===== config.mk =====
export PLATFORM = sky130hd
export DESIGN_NAME = mem_arbiter
export DESIGN_NICKNAME = d
export VERILOG_FILES = /design/src/rtl/mem_arb_pkg.sv /design/src/rtl/mem_arbiter_wd_timer.sv /design/src/rtl/mem_arbiter.sv
export SDC_FILE = /design/constraint.sdc
export NUM_CORES = 1
export LEC_CHECK = 0
export ABC_AREA = 1
export ABC_CLOCK_PERIOD_IN_PS = 2000
export BUFFER_PORTS_ARGS = -buffer_cell sky130_fd_sc_hd__buf_2
export CORE_MARGIN = 2
export CORE_UTILIZATION = 50
export CTS_CLUSTER_SIZE = 10
export DETAILED_ROUTE_END_ITERATION = 16
export GPL_ROUTABILITY_DRIVEN = 0
export PLACE_DENSITY = 0.83
export SYNTH_ARGS = -nofsm -noshare
export SYNTH_HDL_FRONTEND = slang
export SYNTH_SLANG_ARGS = --single-unit

===== constraint.sdc =====
create_clock -name clk -period 2 [get_ports clk]
set_input_delay 0.2 -clock clk [delete_from_list [all_inputs] [get_ports clk]]
set_output_delay 0.2 -clock clk [all_outputs]
set_load 0.01 [all_outputs]

===== src/rtl/mem_arb_pkg.sv =====
// Shared types and defaults for the instruction/data memory arbiter.
package mem_arb_pkg;

    localparam int unsigned ADDR_W_DEF  = 16;
    localparam int unsigned DATA_W_DEF  = 16;
    localparam int unsigned TIMEOUT_DEF = 255;

    typedef enum logic [2:0] {
        ST_IDLE   = 3'd0,
        ST_ISSUE  = 3'd1,
        ST_WAIT   = 3'd2,
        ST_RESP   = 3'd3,
        ST_HALTED = 3'd4
    } arb_state_e;

    typedef enum logic {
        OWN_FETCH = 1'b0,
        OWN_DATA  = 1'b1
    } arb_owner_e;

endpackage


===== src/rtl/mem_arbiter_wd_timer.sv =====
// Watchdog counter: cleared at issue, counts while waiting, saturates at TIMEOUT.
module wd_timer
    import mem_arb_pkg::*;
#(
    parameter int unsigned TIMEOUT = TIMEOUT_DEF
) (
    input  logic clk,
    input  logic rst_n,
    input  logic i_clr,
    input  logic i_en,
    output logic o_expire
);

    localparam int unsigned CNT_W = $clog2(TIMEOUT + 1);
    localparam logic [CNT_W-1:0] LIMIT = CNT_W'(TIMEOUT);

    logic [CNT_W-1:0] r_cnt;

    always_ff @(posedge clk or negedge rst_n) begin
        if (!rst_n) begin
            r_cnt <= '0;
        end else if (i_clr) begin
            r_cnt <= '0;
        end else if (i_en && (r_cnt != LIMIT)) begin
            r_cnt <= r_cnt + CNT_W'(1);
        end
    end

    assign o_expire = (r_cnt == LIMIT);

endmodule


===== src/rtl/mem_arbiter.sv =====
// Shares one single-ported memory between fetch and data stages with data-first
// priority, a request/done handshake, halt freeze and a sticky time-out flag.
module mem_arbiter
    import mem_arb_pkg::*;
#(
    parameter int unsigned ADDR_W  = ADDR_W_DEF,
    parameter int unsigned DATA_W  = DATA_W_DEF,
    parameter int unsigned TIMEOUT = TIMEOUT_DEF
) (
    input  logic              clk,
    input  logic              rst_n,
    input  logic              if_req,
    input  logic [ADDR_W-1:0] if_addr,
    output logic [DATA_W-1:0] if_rdata,
    output logic              if_done,
    input  logic              dm_req,
    input  logic              dm_wr,
    input  logic [ADDR_W-1:0] dm_addr,
    input  logic [DATA_W-1:0] dm_wdata,
    output logic [DATA_W-1:0] dm_rdata,
    output logic              dm_done,
    input  logic              halt,
    output logic              mem_en,
    output logic              mem_wr,
    output logic [ADDR_W-1:0] mem_addr,
    output logic [DATA_W-1:0] mem_wdata,
    input  logic              mem_busy,
    input  logic              mem_done,
    input  logic [DATA_W-1:0] mem_rdata,
    output logic              stall,
    output logic              halted,
    output logic              err
);

    arb_state_e        r_state, w_next;
    arb_owner_e        r_owner;
    logic              r_wr;
    logic [ADDR_W-1:0] r_addr;
    logic [DATA_W-1:0] r_wdata;
    logic [DATA_W-1:0] r_if_rdata;
    logic [DATA_W-1:0] r_dm_rdata;
    logic              r_halt_lat;
    logic              r_err;

    logic              w_expire;
    logic              w_idle_go;
    logic              w_issue_dm;
    logic              w_issue_if;
    logic              w_finish;
    logic [DATA_W-1:0] w_rdata;

    assign w_idle_go  = (r_state == ST_IDLE) && !halt && !mem_busy;
    assign w_issue_dm = w_idle_go && dm_req;
    assign w_issue_if = w_idle_go && !dm_req && if_req;
    // A completion in the expiry cycle wins over the time-out.
    assign w_finish   = (r_state == ST_WAIT) && (mem_done || w_expire);
    assign w_rdata    = mem_done ? mem_rdata : '0;

    wd_timer #(
        .TIMEOUT (TIMEOUT)
    ) u_wd_timer (
        .clk      (clk),
        .rst_n    (rst_n),
        .i_clr    (r_state == ST_ISSUE),
        .i_en     (r_state == ST_WAIT),
        .o_expire (w_expire)
    );

    always_ff @(posedge clk or negedge rst_n) begin
        if (!rst_n) begin
            r_state <= ST_IDLE;
        end else begin
            r_state <= w_next;
        end
    end

    always_comb begin
        w_next = r_state;
        case (r_state)
            ST_IDLE: begin
                if (halt) begin
                    w_next = ST_HALTED;
                end else if (w_issue_dm || w_issue_if) begin
                    w_next = ST_ISSUE;
                end
            end
            ST_ISSUE:  w_next = ST_WAIT;
            ST_WAIT:   if (mem_done || w_expire) w_next = ST_RESP;
            ST_RESP:   w_next = (r_halt_lat || halt) ? ST_HALTED : ST_IDLE;
            ST_HALTED: w_next = ST_HALTED;
            default:   w_next = ST_IDLE;
        endcase
    end

    always_comb begin
        mem_en  = 1'b0;
        mem_wr  = 1'b0;
        if_done = 1'b0;
        dm_done = 1'b0;
        halted  = 1'b0;
        case (r_state)
            ST_ISSUE: begin
                mem_en = 1'b1;
                mem_wr = r_wr;
            end
            ST_RESP: begin
                if_done = (r_owner == OWN_FETCH);
                dm_done = (r_owner == OWN_DATA);
            end
            ST_HALTED: halted = 1'b1;
            default: ;
        endcase
    end

    always_ff @(posedge clk or negedge rst_n) begin
        if (!rst_n) begin
            r_owner    <= OWN_FETCH;
            r_wr       <= 1'b0;
            r_addr     <= '0;
            r_wdata    <= '0;
            r_if_rdata <= '0;
            r_dm_rdata <= '0;
            r_halt_lat <= 1'b0;
            r_err      <= 1'b0;
        end else begin
            if (w_issue_dm) begin
                r_owner <= OWN_DATA;
                r_wr    <= dm_wr;
                r_addr  <= dm_addr;
                r_wdata <= dm_wdata;
            end else if (w_issue_if) begin
                r_owner <= OWN_FETCH;
                r_wr    <= 1'b0;
                r_addr  <= if_addr;
                r_wdata <= '0;
            end
            if (halt && (r_state inside {ST_ISSUE, ST_WAIT, ST_RESP})) begin
                r_halt_lat <= 1'b1;
            end
            if (w_finish) begin
                if (r_owner == OWN_FETCH) begin
                    r_if_rdata <= w_rdata;
                end else if (!r_wr) begin
                    r_dm_rdata <= w_rdata;
                end
            end
            if (w_finish && !mem_done) begin
                r_err <= 1'b1;
            end
        end
    end

    assign mem_addr  = r_addr;
    assign mem_wdata = r_wdata;
    assign if_rdata  = r_if_rdata;
    assign dm_rdata  = r_dm_rdata;
    assign err       = r_err;
    assign stall     = halted | (dm_req & ~dm_done) | (if_req & ~if_done);

endmodule


==> key figures, run 1 <==
Outcome
  • Run status: finished clean

Global route
  • Antenna violations before repair: 0
  • GR Layer Usage met2: 36.8%
  • Vias in the first global route: ~3,500
  • First-pass GRT wire length: 15.5 mm
  • Grt total ovfl: 0
  • Tot GR Track Use: 22.1%
  • Met1 Track Usage GR: 29.0%
  • Busiest grt layer: met2
  • Largest net degree at the start of global routing: 42
  • Met3 Use GR: 3.87%

Critical path
  • CP Class: reg2out
  • Setup crit end kind: primary output
  • R2r setup slk: 0.32 ns
  • RR Startpoint: r_state[2]
  • Startpoint Class: flop
  • Crit path max fanout: 5
  • CP Data Arrival Time: about 1.6 ns
  • RR Endpoint: mem_wdata[4]
  • Crit path launch: r_state[2]
  • Worst-case reg-to-reg path depth: 6
  • Required time worst endpoint: 1.80 ns

Finish
  • Post-Layout Inst Area: between 4000 and 5000 um^2
  • # diodes: 0
  • Filler cells: around 690
  • Area Overhead vs Synth: 22.0%
  • Ratio of cells with drive above 1 in the final layout: 29.4%
  • Utilization after layout: 63.3%
  • Sequential Area: 1980 um^2
  • Multi-input logic area: ~1600 um^2
  • Final Net Count: 710

Synth
  • Mean Syn Cell Area: 8.05 um^2
  • Asr flop ratio synth: 100%
  • Post-synthesis cell count: ~500
  • Post-synth top flop: dfrtp_1
  • Syn Nets: around 570
  • Netlist Area Pre-Place: 4010 um^2
  • Count leader, synth: nand2_1
  • Seq cells post-synth: 79
  • Area share of the largest cell type after synthesis: approximately 50%
  • Post-synth EDFFs: 0
  • Netlist cell types: 31
  • Largest cells by area after synthesis: dfrtp_1, nand2_1, nand4_1
  • Sequential share of the synthesized area: 49.3%
  • Most frequent cells after synthesis: nand2_1, dfrtp_1, inv_1, nand4_1, nand3_1
  • Yosys top cell by area: dfrtp_1
  • Yosys warns: 0

STA
  • Slew Limit Headroom: 67.4%
  • Final Skew: between 0.01 and 0.015 ns
  • Final Cycle Share: 89.4%
  • Worst Max-Slew Pin Slew: approximately 0.49 ns
  • Worst setup slack after layout: 0.211 ns
  • Final setup fails: 0
  • Hold Violations, Final: 0
  • Max Freq: 0.559 GHz
  • RSZ-0062 raised after global routing: no
  • Fin crit period: 1.79 ns
  • Fin. max-slew vios: 0
  • Fin Setup TNS: 0 ns

Routing
  • WL/cell: 12.7 um
  • Starting DRC count in detailed routing: 154
  • Drc violations: 0
  • Via count: 3,639
  • Vias per cell: between 4 and 5
  • Remaining antenna violation count after routing: 0
  • First-pass DRT Iterations: 5
  • Total wire length: about 9.5 mm

Power and ir drop
  • Total chip power: approximately 5.3 mW
  • VDD IR max: 0.529 mV
  • Lkg Pwr: ~3 nW
  • Pwr Density: ~1100 nW/um^2

Clock tree
  • Post-cts gate resize count: 0
  • Max Root-Sink Buffers: 2
  • Number of buffers created by CTS: 9
  • Clock Sinks: 79
  • H-tree depth: 3
  • Reg clk slew, reported paths: 0.09 ns
  • Root buffer cell: clkbuf_8
  • TritonCTS clock tree: yes
  • Worst skew pair latency: 0.34 ns

Die
  • Row Count: 32
  • Die area: 8750 um^2
  • Initial core utilization: between 50% and 60%
  • Io pins: 143
  • Core ar.: between 7000 and 8000 um^2
  • Die W: 93.5 um
  • Die Y: 93.5 um

Place
  • Worst slack, placed: ~0.33 ns
  • Placed instance area: 4690 um^2
  • Port bufs: 142
  • DPL Wire Length: 7.07 mm

Min path
  • Hold EP: mem_wdata[8]
  • Hold Path Stages: 3
  • Hold WC Path Type: in2reg
  • Hold_sp: dm_wdata[8]

Job
  • Total of max-cap violations: 0
## worst max-delay path, cell delays in order, from the launching register on
cell and delay (ns):
dfrtp_1 0.46, inv_2 0.14, nand3_1 0.14, o21ai_0 0.21
o221ai_1 0.14, buf_2 0.16
## report_power, final
part	switching (mW)	internal, mW
registers	0.313	2.11
clock network	0.592	0.530
logic	1.04	0.672
## cells in the final DEF (no fill, tap or decap)
master         count
inv_2              4
nor2_2             3
xor2_1             3
o21ai_2            1
nand2_4            1
nor3_4             1
nor2_4             4
nand3_1           25
o221ai_1           1
clkinv_2           1
nand3_2            2
nand2_1          223
clkinv_4           2
clkbuf_8          11
buf_4              8
o21bai_1           1
nor2_1            14
nand2_2            2
o22ai_1            1
nand4_1           37
dlygate4sd3_1      1
nand4_4            1
dfrtp_1           79
inv_1             61
a21oi_1            2
nand3_4            3
inv_6              3
o21ai_0            4
nand2_8            1
buf_2            141
ha_1               1
## how the worst max path moves through the flow
| stage | to | slack, ns | cells after the start |
|---|---|---|---|
| after floorplan | dm_rdata[0] | 0.61 | 9 |
| after global placement | mem_wdata[13] | 0.42 | 6 |
| after detailed placement | mem_wdata[4] | 0.33 | 6 |
| after CTS | stall | 0.19 | 5 |
| after global routing | stall | 0.03 | 5 |
| final | stall | 0.21 | 5 |
## state kept, by name (all words and copies together) (netlist names)
name / count
if_rdata: 16
r_halt_lat: 1
mem_wdata: 16
err: 1
r_owner: 1
mem_addr: 16
r_wr: 1
dm_rdata: 16
u_wd_timer.r_cnt: 8
r_state: 3
## what timing repair did
item	4_1_cts	5_1_grt
setup buffers	0	0
hold buffers	1	0
endpoints found under the hold margin	35	0
## logic make-up (layout without fill, tap and decap cells)
| group | Yosys count | count (layout) | share of synthesized area, % |
|---|---|---|---|
| adders and majority gates | 1 | 1 | 0.312 |
| buffers and inverters | 88 | 232 | 11.6 |
| AOI/OAI and AO/OA | 10 | 10 | 1.53 |
| and+or+nand+nor | 317 | 317 | 36.5 |
| xor gates and xnor gates | 3 | 3 | 0.656 |
| DFF | 79 | 79 | 49.3 |
## layout make-up
cell class | instances | share of cell area, %
Sequential cell | 79 | 40.4
Multi-Input combinational cell | 331 | 32.0
Clock buffer | 11 | 3.10
Tap cell | 102 | 2.61
Timing Repair Buffer | 150 | 15.9
Clock inverter | 5 | 0.819
Inverter | 66 | 5.17
## metrics by stage
stage / hold slack (ns) / cells
6_report: 0.0573 / 744
5_1_grt: 0.0460 / 744
4_1_cts: 0.0450 / 744
3_5_place_dp: 0.193 / 727
3_3_place_gp: 0.198 / 727
2_1_floorplan: -0.0956 / 498
## metal layers
metal / up-vias / wire, um
li1: 1820 / -
met1: 1681 / 4030
met2: 123 / 4670
met3: 15 / 558
met4: 0 / 208
met5: - / 0
Note: power is estimated with default switching activity, not from simulation.
==> run 2, diff against run 1 <==
--- a/config.mk
+++ b/config.mk
@@ -5,7 +5,6 @@
 export SDC_FILE = /design/constraint.sdc
 export NUM_CORES = 1
 export LEC_CHECK = 0
-export ABC_AREA = 1
 export ABC_CLOCK_PERIOD_IN_PS = 2000
 export BUFFER_PORTS_ARGS = -buffer_cell sky130_fd_sc_hd__buf_2
 export CORE_MARGIN = 2
==> run 2 against run 1 <==
Net effect:
- non-clock buffer count up 12
- maximum frequency is 2.7% lower
- die area is the same
- via count rose by 7.6%
- worst setup slack worse by 0.049 ns
- highest routed layer unchanged
- worst hold slack gained 0.0094 ns
- clock skew shrank 0.0021 ns
- power down 37%
- cell area rose by 4.2%
- critical path type is now reg2reg
==> key figures, run 2 <==
Synth
  • Netlist Area Pre-Place: 4010 um^2 (unchanged)
  • Sequential share of the synthesized area: 49.3% (unchanged)
  • Simple-gate share of the synthesized area: 14.7% (-22 points)
  • Post-synthesis cell count: 414 (-17%)
  • Synth Area in Compound Gates: 25.1% (+24 points)
  • Yosys warns: 0 (unchanged)
  • Yosys top cell by area: dfrtp_1
  • Largest family of logic cells by synthesized area: compound AO/OA/AOI/OAI gates
  • Seq cells post-synth: 79 (unchanged)
  • Most frequent cells after synthesis: dfrtp_1, inv_1, o21ai_0, o211ai_1, clkbuf_1
  • Count leader, synth: dfrtp_1
  • Post-synth top flop: dfrtp_1
  • Synth Area in XOR/XNOR: 0.219% (-0.44 points)
  • Mean Syn Cell Area: 9.68 um^2 (+20%)
  • Syn Nets: 487 (-15%)
  • Area share of the largest cell type after synthesis: 49.3% (unchanged)
  • Largest cells by area after synthesis: dfrtp_1, o211ai_1, inv_1
  • Netlist cell types: 46 (+48%)
  • Mux contribution to synthesized area: 1.25% (+1.2 points)
  • Post-synthesis adder-cell area fraction: 0.312% (unchanged)
  • Asr flop ratio synth: 100% (unchanged)
  • Post-synth EDFFs: 0 (unchanged)

STA
  • Worst setup slack after layout: 0.162 ns (-0.0489 ns)
  • Fin Setup TNS: 0 ns (unchanged)
  • Final Cycle Share: 91.9% (+2.4 points)
  • Final Skew: 0.0109 ns (-0.00214 ns)
  • Fin crit period: 1.84 ns (+0.0489 ns)
  • Hold WS: 0.0667 ns (+0.00944 ns)
  • Final setup fails: 0 (unchanged)
  • Fin. max-slew vios: 0 (unchanged)
  • Max Freq: 0.544 GHz (-2.7%)
  • RSZ-0062 raised after global routing: no
  • Worst Max-Slew Pin Slew: 0.607 ns (+0.118 ns)
  • Hold Violations, Final: 0 (unchanged)
  • Slew Limit Headroom: 59.6% (-7.9 points)

Finish
  • Most frequent cells in the layout: buf_2, dfrtp_1, inv_1
  • Area Overhead vs Synth: 27.1%
  • Commonest non-fill, non-tap cell in the layout: buf_2
  • # diodes: 0 (unchanged)
  • Utilization after layout: 65.9% (+2.6 points)
  • Ratio of cells with drive above 1 in the final layout: 36.5% (+7.0 points)
  • Filler cells: 611 (-11%)
  • Final Net Count: 623 (-12%)

Power and ir drop
  • VDD IR max: 0.372 mV (-30%)
  • Pwr Density: 649 nW/um^2 (-40%)
  • Lkg Pwr: 2.54 nW (-16%)
  • Total chip power: 3.30 mW (-37%)

Critical path
  • Worst path cell trace: or3_1, nor3_2, buf_4, o221a_2
  • Required time worst endpoint: 2.28 ns (+0.48 ns)
  • Worst Path Buf+Inv: 1 (-1)
  • Startpoint Class: flop
  • CP max-delay cell: or3_1
  • Setup crit end kind: flop
  • Crit-path max cell delay: 0.67 ns (+0.21 ns)
  • Crit path max fanout: 19 (+14)
  • CP Class: reg2reg
  • Crit path max-delay family: simple AND/OR/NAND/NOR gates
  • CP Data Arrival Time: 2.12 ns (+0.53 ns)

Routing
  • Total wire length: 10.9 mm (+15%)
  • Remaining antenna violation count after routing: 0 (unchanged)
  • Vias per cell: 5.97 (+22%)
  • WL/cell: 16.7 um (+31%)
  • Starting DRC count in detailed routing: 204 (+32%)
  • Drc violations: 0 (unchanged)
  • Via count: 3,917 (+7.6%)
  • First-pass DRT Iterations: 6 (+1)

Die
  • Die area: 8750 um^2 (unchanged)
  • Io pins: 143 (unchanged)
  • Row Count: 32 (unchanged)
  • Core ar.: 7730 um^2 (unchanged)
  • Die W: 93.5 um (unchanged)
  • Initial core utilization: 51.9% (unchanged)
  • Die Y: 93.5 um (unchanged)

Clock tree
  • Reg clk slew, reported paths: 0.08 ns (about the same)
  • Worst skew pair latency: 0.35 ns (about the same)
  • Root buffer cell: clkbuf_8
  • Clock Sinks: 79 (unchanged)
  • Post-CTS setup buffers: 0 (unchanged)
  • Max Root-Sink Buffers: 2 (unchanged)
  • H-tree depth: 3 (unchanged)
  • TritonCTS clock tree: yes
  • Number of buffers created by CTS: 9 (unchanged)

Place
  • Worst slack, placed: 0.185 ns (-0.147 ns)
  • Port bufs: 142 (unchanged)
  • DPL Wire Length: 7.70 mm (+8.9%)

Global route
  • Vias in the first global route: 3,681 (+6.6%)
  • Antenna violations before repair: 0 (unchanged)
  • Grt total ovfl: 0 (unchanged)
  • Tot GR Track Use: 25.3% (+3.2 points)
  • First-pass GRT wire length: 17.4 mm (+13%)
  • Largest net degree at the start of global routing: 37 (-12%)

Min path
  • Hold WC Path Type: in2reg

Outcome
  • Run status: finished clean

Job
  • Total of max-cap violations: 0 (unchanged)
## run 2: worst register-to-register path: cells and delay by family, from the launching register on
kind | cells | cell delay (ns)
compound gates | 1 | 0.21
buf+inv | 1 | 0.25
flops | 1 | 0.45
simple gates | 2 | 0.87
## run 2: routing by layer
metal | track usage [%] | routed length (um) | share of wire (%)
met3 | 4.92 | 871 | 8.0
met1 | 33.5 | 4600 | 42
met4 | 11.0 | 319 | 2.9
met5 | 0 | 0 | 0
met2 | 40.3 | 5140 | 47
## run 2: what timing repair did
| action | 4_1_cts | 5_1_grt |
|---|---|---|
| endpoints found under the hold margin | 34 | 0 |
| hold buffers | 1 | 0 |
| resized for setup | 1 | 2 |
| setup endpoints to repair | 1 | 2 |
## run 2: final timing paths
| check | slack (ns) | cells after the start | to | from |
|---|---|---|---|---|
| max | 0.16 | 4 | mem_addr[11] | r_state[2] |
| max in group asynchronous | 1.03 | 3 | mem_wdata[6] | rst_n |
| min reg2reg | 0.47 | 2 | err | err |
| min in group asynchronous | 0.36 | 2 | mem_addr[5] | rst_n |
| min | 0.07 | 2 | mem_wdata[0] | dm_wdata[0] |
| max reg2reg | 0.16 | 4 | mem_addr[11] | r_state[2] |
## run 2: where the power goes
group	internal (mW)	switching, mW
Combinational	0.147	0.211
Sequential	1.64	0.0332
Clock	0.694	0.581
Total	2.48	0.825
## run 2: cell type report
type / instances / area (um^2) / area share (%)
Clock inverter: 6 / 86.3 / 1.70
Clock buffer: 9 / 124 / 2.43
Timing Repair Buffer: 162 / 891 / 17.5
Tap cell: 102 / 128 / 2.51
Multi-Input combinational cell: 244 / 1680 / 33.1
Inverter: 54 / 203 / 3.98
Sequential cell: 79 / 1980 / 38.8
## run 2: cells by family after synthesis
logic type                 Yosys count
AOI/OAI and AO/OA                  133
and+or+nand+nor                    104
buffers and inverters               91
DFF                                 79
muxes                                5
xor gates and xnor gates             1
adders and majority gates            1
## run 2: metrics by stage
step | instances | instance area [um^2]
2_1_floorplan | 414 | 4010
3_3_place_gp | 640 | 4860
3_5_place_dp | 640 | 4860
4_1_cts | 656 | 5080
5_1_grt | 656 | 5090
6_report | 656 | 5090
==> run 3, diff against run 2 <==
--- a/config.mk
+++ b/config.mk
@@ -7,6 +7,7 @@
 export LEC_CHECK = 0
 export ABC_CLOCK_PERIOD_IN_PS = 2000
 export BUFFER_PORTS_ARGS = -buffer_cell sky130_fd_sc_hd__buf_2
+export CORE_ASPECT_RATIO = 0.6
 export CORE_MARGIN = 2
 export CORE_UTILIZATION = 50
 export CTS_CLUSTER_SIZE = 10
==> run 3 against run 2 <==
Net effect:
- wire length rose by 5.5%
- worst hold slack improved by 0.0055 ns
- global-route usage rose by 1.1 points
==> key figures, run 3 (synthesized netlist as in run 2, its figures left out) <==
Finish
  • Area Overhead vs Synth: 29.6%
  • Most frequent cells in the layout: buf_2, dfrtp_1, inv_1
  • # diodes: 0 (unchanged)
  • Ratio of cells with drive above 1 in the final layout: 36.4% (-0.066 points)
  • Commonest non-fill, non-tap cell in the layout: buf_2
  • Sequential Area: 1980 um^2 (unchanged)
  • Multi-input logic area: 1680 um^2 (-0.30%)
  • Filler cells: 647 (+5.9%)
  • Final Net Count: 623 (unchanged)

Routing
  • Total wire length: 11.5 mm (+5.5%)
  • First-pass DRT Iterations: 5 (-1)
  • Drc violations: 0 (unchanged)
  • WL/cell: 17.4 um (+4.4%)
  • Vias per cell: 5.80 (-2.9%)
  • Starting DRC count in detailed routing: 306 (+50%)
  • Remaining antenna violation count after routing: 0 (unchanged)
  • Via count: 3,845 (-1.8%)

STA
  • Fin crit period: 1.87 ns (+0.0317 ns)
  • Fin. max-slew vios: 0 (unchanged)
  • Final Skew: 0.00645 ns (-0.00450 ns)
  • Fin Setup TNS: 0 ns (unchanged)
  • Slew Limit Headroom: 56.7% (-2.8 points)
  • Final setup fails: 0 (unchanged)
  • Hold WS: 0.0722 ns (+0.00550 ns)
  • Final Cycle Share: 93.5% (+1.6 points)
  • Hold Violations, Final: 0 (unchanged)
  • Max Freq: 0.535 GHz (-1.7%)
  • RSZ-0062 raised after global routing: no
  • Worst Max-Slew Pin Slew: 0.649 ns (+0.0427 ns)
  • Worst setup slack after layout: 0.131 ns (-0.0317 ns)

Critical path
  • Crit path max fanout: 8 (-11)
  • Setup crit end kind: primary output
  • RR Endpoint: mem_addr[11]
  • Required time worst endpoint: 1.80 ns (-0.48 ns)
  • CP Class: reg2out
  • RR Startpoint: r_state[2]
  • Startpoint Class: flop
  • R2r setup slk: 0.20 ns (+0.04 ns)
  • CP Data Arrival Time: 1.67 ns (-0.45 ns)
  • Worst-case reg-to-reg path depth: 4 (unchanged)
  • Crit path launch: r_state[1]

Die
  • Initial core utilization: 51.2% (-0.61 points)
  • Row Count: 25 (-22%)
  • Die Y: 73.3 um (-22%)
  • Io pins: 143 (unchanged)
  • Core ar.: 7820 um^2 (+1.2%)
  • Die area: 8770 um^2 (+0.27%)
  • Die W: 120 um (+28%)

Min path
  • Hold WC Path Type: in2reg
  • Hold EP: mem_wdata[11]
  • Hold_sp: dm_wdata[11]
  • Hold Path Stages: 2 (unchanged)

Power and ir drop
  • Sequential share of power: 44.8% (-5.8 points)
  • Clock share of power: 45.7% (+7.1 points)
  • Lkg Pwr: 2.58 nW (+1.8%)
  • Total chip power: 3.74 mW (+13%)
  • Pwr Density: 720 nW/um^2 (+11%)
  • Switching share of power: 25.6% (+0.62 points)
  • Comb pwr share: 9.5% (-1.3 points)
  • Internal: 2.78 mW (+12%)
  • NetSw: 0.957 mW (+16%)
  • VDD IR max: 0.481 mV (+29%)

Global route
  • Largest net degree at the start of global routing: 52 (+41%)
  • Antenna violations before repair: 0 (unchanged)
  • Grt total ovfl: 0 (unchanged)
  • Tot GR Track Use: 26.3% (+1.1 points)
  • First-pass GRT wire length: 18.3 mm (+4.9%)
  • Vias in the first global route: 3,691 (+0.27%)

Clock tree
  • Root buffer cell: clkbuf_16
  • Clock Sinks: 79 (unchanged)
  • Number of buffers created by CTS: 9 (unchanged)
  • TritonCTS clock tree: yes
  • H-tree depth: 3 (unchanged)
  • Max Root-Sink Buffers: 2 (unchanged)
  • Worst skew pair latency: 0.34 ns (about the same)
  • Reg clk slew, reported paths: 0.06 ns (-0.02 ns)
  • Post-CTS setup buffers: 0 (unchanged)

Outcome
  • Run status: finished clean

Place
  • Port bufs: 142 (unchanged)
  • Worst slack, placed: 0.237 ns (+0.0519 ns)
  • DPL Wire Length: 8.07 mm (+4.9%)

Job
  • Total of max-cap violations: 0 (unchanged)
## run 3: cell type report
cell class / instances / share of cell area [%]
Timing Repair Buffer: 162 / 17.1
Inverter: 54 / 3.90
Clock buffer: 9 / 4.34
Multi-Input combinational cell: 244 / 32.3
Clock inverter: 7 / 1.64
Sequential cell: 79 / 38.1
Tap cell: 108 / 2.60
## run 3: through the flow
step,area [um^2],utilization [%],instances
5_1_grt,5190,66.4,663
6_report,5190,66.4,663
4_1_cts,5190,66.4,663
2_1_floorplan,4010,-,414
3_5_place_dp,4870,62.3,646
3_3_place_gp,4870,62.3,646
## run 3: repair_timing
action / 4_1_cts / 5_1_grt
setup endpoints to repair: 0 / 1
hold buffers: 1 / 0
endpoints found under the hold margin: 28 / 0
resized for setup: 0 / 2
## run 3: how the worst max path moves through the flow
stage	end	slack [ns]
after global placement	u_wd_timer.r_cnt[7]	0.29
after detailed placement	u_wd_timer.r_cnt[7]	0.24
after CTS	mem_wr	0.01
after floorplan	u_wd_timer.r_cnt[7]	0.10
final	stall	0.13
after global routing	stall	0.03
## run 3: critical path, stage by stage (launching register included)
cell and delay [ns]:
dfrtp_1 0.45, buf_4 0.19, nor3b_1 0.29, nor2_1 0.07
a22oi_1 0.16, buf_2 0.16
## run 3: metal layers
metal  vias up  global-route usage [%]  part of all wire (%)
met5         -                       0                     0
met4         0                    8.63                   1.8
met3        21                    6.13                   7.3
met2       163                    41.6                    47
met1      1861                    36.4                    44
li1       1800                       -                     -
## run 3: power by group through the flow
stage | logic [mW] | registers [mW] | clock network, mW
CTS | 0.352 | 1.67 | 1.73
global placement | 0.340 | 1.70 | 0
detailed placement | 0.351 | 1.70 | 0
floorplan | 0.144 | 1.71 | 0
global route | 0.390 | 1.68 | 1.80
finish | 0.355 | 1.67 | 1.71
